<file path="src/rtl/parallel_adder_4bit_if.sv">
// Operand/result bundle for the 4-bit adder: A/B driven in, S/Cout registered out.
// No handshake; the consumer samples S/Cout one cycle after driving A/B.
interface parallel_adder_4bit_if;
  logic [3:0] A;
  logic [3:0] B;
  logic [3:0] S;
  logic       Cout;

  modport master (output A, output B, input S, input Cout);
  modport slave  (input A, input B, output S, output Cout);
endinterface

</file>
<file path="src/rtl/parallel_adder_4bit.sv">
// Unsigned 4-bit ripple-carry adder with registered {Cout,S}.
// Latency: one cycle, with one add accepted every cycle.
// Backpressure: none; the result register loads on every clock.
module parallel_adder_4bit (
  input  logic                  clk,
  input  logic                  rst_n,
  parallel_adder_4bit_if.slave  bus
);

  logic [4:0] c;
  logic [3:0] p;
  logic [3:0] g;
  logic [3:0] t;
  logic [3:0] s;

  assign c[0] = 1'b0;

  // Each stage: two half-adders (p/g, then s/t) merged by an OR on the carries.
  for (genvar i = 0; i < 4; i++) begin : fa
    assign p[i]   = bus.A[i] ^ bus.B[i];
    assign g[i]   = bus.A[i] & bus.B[i];
    assign s[i]   = p[i] ^ c[i];
    assign t[i]   = p[i] & c[i];
    assign c[i+1] = g[i] | t[i];
  end

  always_ff @(posedge clk or negedge rst_n) begin
    if (!rst_n) begin
      bus.S    <= 4'b0000;
      bus.Cout <= 1'b0;
    end else begin
      bus.S    <= s;
      bus.Cout <= c[4];
    end
  end

endmodule

</file>
<file path="src/flat_wrapper.sv">
// flat-port wrapper written by rule: the top's interface ports become plain ports
module parallel_adder_4bit_flat 
  (clk, rst_n, bus_A, bus_B, bus_S, bus_Cout);
  parallel_adder_4bit_if bus_i ();
  input  logic clk;
  input  logic rst_n;
  input wire logic [$bits(bus_i.A)-1:0] bus_A;
  input wire logic [$bits(bus_i.B)-1:0] bus_B;
  output wire logic [$bits(bus_i.S)-1:0] bus_S;
  output wire logic [$bits(bus_i.Cout)-1:0] bus_Cout;
  assign bus_i.A = bus_A;
  assign bus_i.B = bus_B;
  assign bus_S = bus_i.S;
  assign bus_Cout = bus_i.Cout;
  parallel_adder_4bit u_core (.clk(clk), .rst_n(rst_n), .bus(bus_i));
endmodule
</file>
<file path="config.mk">
export PLATFORM = sky130hd
export DESIGN_NAME = parallel_adder_4bit_flat
export DESIGN_NICKNAME = d
export VERILOG_FILES = /design/src/rtl/parallel_adder_4bit_if.sv /design/src/rtl/parallel_adder_4bit.sv /design/src/flat_wrapper.sv
export SDC_FILE = /design/constraint.sdc
export NUM_CORES = 1
export LEC_CHECK = 0
export ABC_CLOCK_PERIOD_IN_PS = 800
export CORE_AREA = 3 3 40 42
export DETAILED_ROUTE_END_ITERATION = 8
export DIE_AREA = 0 0 43 45
export PLACE_DENSITY = 0.43
export SKIP_CTS_REPAIR_TIMING = 1
export SLEW_MARGIN = 20
export SYNTH_ARGS = -nofsm -noshare
export SYNTH_HDL_FRONTEND = slang
export SYNTH_SLANG_ARGS = --single-unit
</file>
<file path="constraint.sdc">
create_clock -name clk -period 0.8 [get_ports clk]
set_input_delay 0.16 -clock clk [delete_from_list [all_inputs] [get_ports clk]]
set_output_delay 0.16 -clock clk [all_outputs]
set_load 0.05 [all_outputs]
</file>
==> impl_metrics.toml <==
[floorplan]
core_region_area_um2 = 1280
die_w_um = 43
num_rows = 13
die_y_um = 45
start_util = 0.168
ios = 15
dieArea_um2 = 1940

[synth]
avgSynthCellArea_um2 = 15.5
netlist_instances = 14
yosys-top-cells-count = "dfrtp_1, inv_1, fa_1, ha_1"
synth.top_cell.area_share = 0.578
ys_seq_elements = 5
yosysWarnings = 0
yosysTopAreaCell = "dfrtp_1"
syn-num-nets = 28
synth_ff_type = "dfrtp_1"
ys_async_sr_fraction = 1.00
synth_cell_types = 4
synthesis.area_um2 = 216
ys_seq_area_frac = 0.578
synth_edf_count = 0
synth_area_leaders = "dfrtp_1, fa_1, inv_1, ha_1"

[critical_path]
crit_chain = "buf_6 > ha_4 > fa_2 > fa_2 > inv_2 > fa_1 > inv_1"
path_buf_inv = 3
slowest_delay_ns = 0.40
path_max_fanout = 1
critPathKind = "in2reg"
startpoint_type = "input pin"
path_delay_family = "adder cells"
crit_start = "bus_B[0]"
arrival_ns = 1.65
required_ns = 0.97
endpoint_kind = "flip-flop"
crit_top_cell = "fa_2"
slowest_stage = "fa_1"

[clocking]
numCtsBuffers = 3
cts_root_buf = "clkbuf_4"
cts_buffer_depth = 2
cts_tree = "built"
cts_htree_levels = 1
cts_num_sinks = 5
clk_pin_slew_ns = 0.04

[run]
drv_cap = 0

[cells_and_area]
antenna_cells = 0
nFillCells = 127
drive_above_1_share = 0.438
final_net_count = 47
area.growth.synth_to_final_pct = 120
final_util = 0.371
layoutNonFillerInstCount = 47

[detailed_routing]
wire_per_inst_um = 8.89
drcViolationCount = 0
dr_total_vias = 157
dr.pass1.iters = 1
drt_iter0_markers = 0
viasPerCell = 3.34
ant_nets = 0
routed_wl_um = 418

[grt]
grt_pass1_wl_um = 724
busiest_layer = "met4"
use_met3 = 0.00797
grt_use_met2 = 0.0719
grt_overflow_total = 0
grt_util_all_layers = 0.0556
antenna_found_initial = 0
grt_pass1_vias = 175
grt_max_degree = 6
use_met1 = 0.0623

[sta]
drv_slew = 0
timing.fmax_ghz = 0.679
tightest_slew_ns = 0.216
period_share = 1.84
setup_tns_ns = -2.12
hold_violations = 0
slew_headroom = 0.856
postLayoutSetupSlackWorst_ns = -0.673
grt_setup_unrepaired = "true"
period_needed_ns = 1.47
setup_viol = 8

[placed_design]
place_congestion = 0.587
pre_cts_slack_ns = -1.33
dp.cells = 43
port_buffers = 14

[power]
vdd_ir_drop_max_v = 0.000581
p_leak_nw = 0.232
p_per_area_nw_per_um2 = 2060

[run_status]
violations = "setup timing"
outcome = "finished, violations left"

[min_path]
hold_class = "in2async"
==> layout by cell type, fill, tap and decap left out, drive strengths merged <==
master / count
clkdlybuf4s50: 5
ha: 1
inv: 5
buf: 7
clkbuf: 4
fa: 3
dfrtp: 5
dlymetal6s2s: 2
==> registers in the layout, indices dropped and copies added, names as in the netlist <==
signal	cells
u_core.bus.Cout	1
u_core.bus.S	4
==> cell type report <==
class	count	area, um2	share of cell area
repair buffers	14	198	0.415
multi-input cells	4	90.1	0.189
flip-flops and latches	5	125	0.262
inverters	5	18.8	0.0394
well taps	15	18.8	0.0394
clock buffers	4	26.3	0.0551
==> where the power goes <==
group / switching [mW] / internal, mW / leakage, nW
Sequential: 0.0286 / 0.291 / 0.0584
Combinational: 0.185 / 0.200 / 0.159
Clock: 0.0876 / 0.188 / 0.0150
Total: 0.301 / 0.679 / 0.232
==> kinds of logic (layout without fill, tap and decap cells) <==
group      after synthesis  after routing  synth area share
fa+ha+maj                4              4             0.335
buf+inv                  5             23            0.0867
flops                    5              5             0.578
==> worst paths after layout <==
check	to	depth (start not counted)	slack, ns
max	u_core.bus.S[3]	7	-0.67
min	u_core.bus.S[2]	1	0.14
max in group asynchronous	u_core.bus.S[3]	1	0.47
min in group clk	u_core.bus.S[0]	2	0.15
==> stage by stage <==
stage | power (mW) | area, um2 | hold WS, ns
detailed placement | 0.715 | 443 | 0.394
floorplan | 0.474 | 234 | -0.136
global route | 1.04 | 477 | 0.136
global placement | 0.710 | 443 | 0.394
CTS | 0.999 | 469 | 0.144
finish | 0.980 | 477 | 0.142
==> metal layers <==
metal | routed length [um] | part of all wire
met5 | 0 | 0
met4 | 0 | 0
met3 | 41 | 0.098
met2 | 245 | 0.59
met1 | 130 | 0.31
No activity file was read; power rests on OpenSTA's default activity.
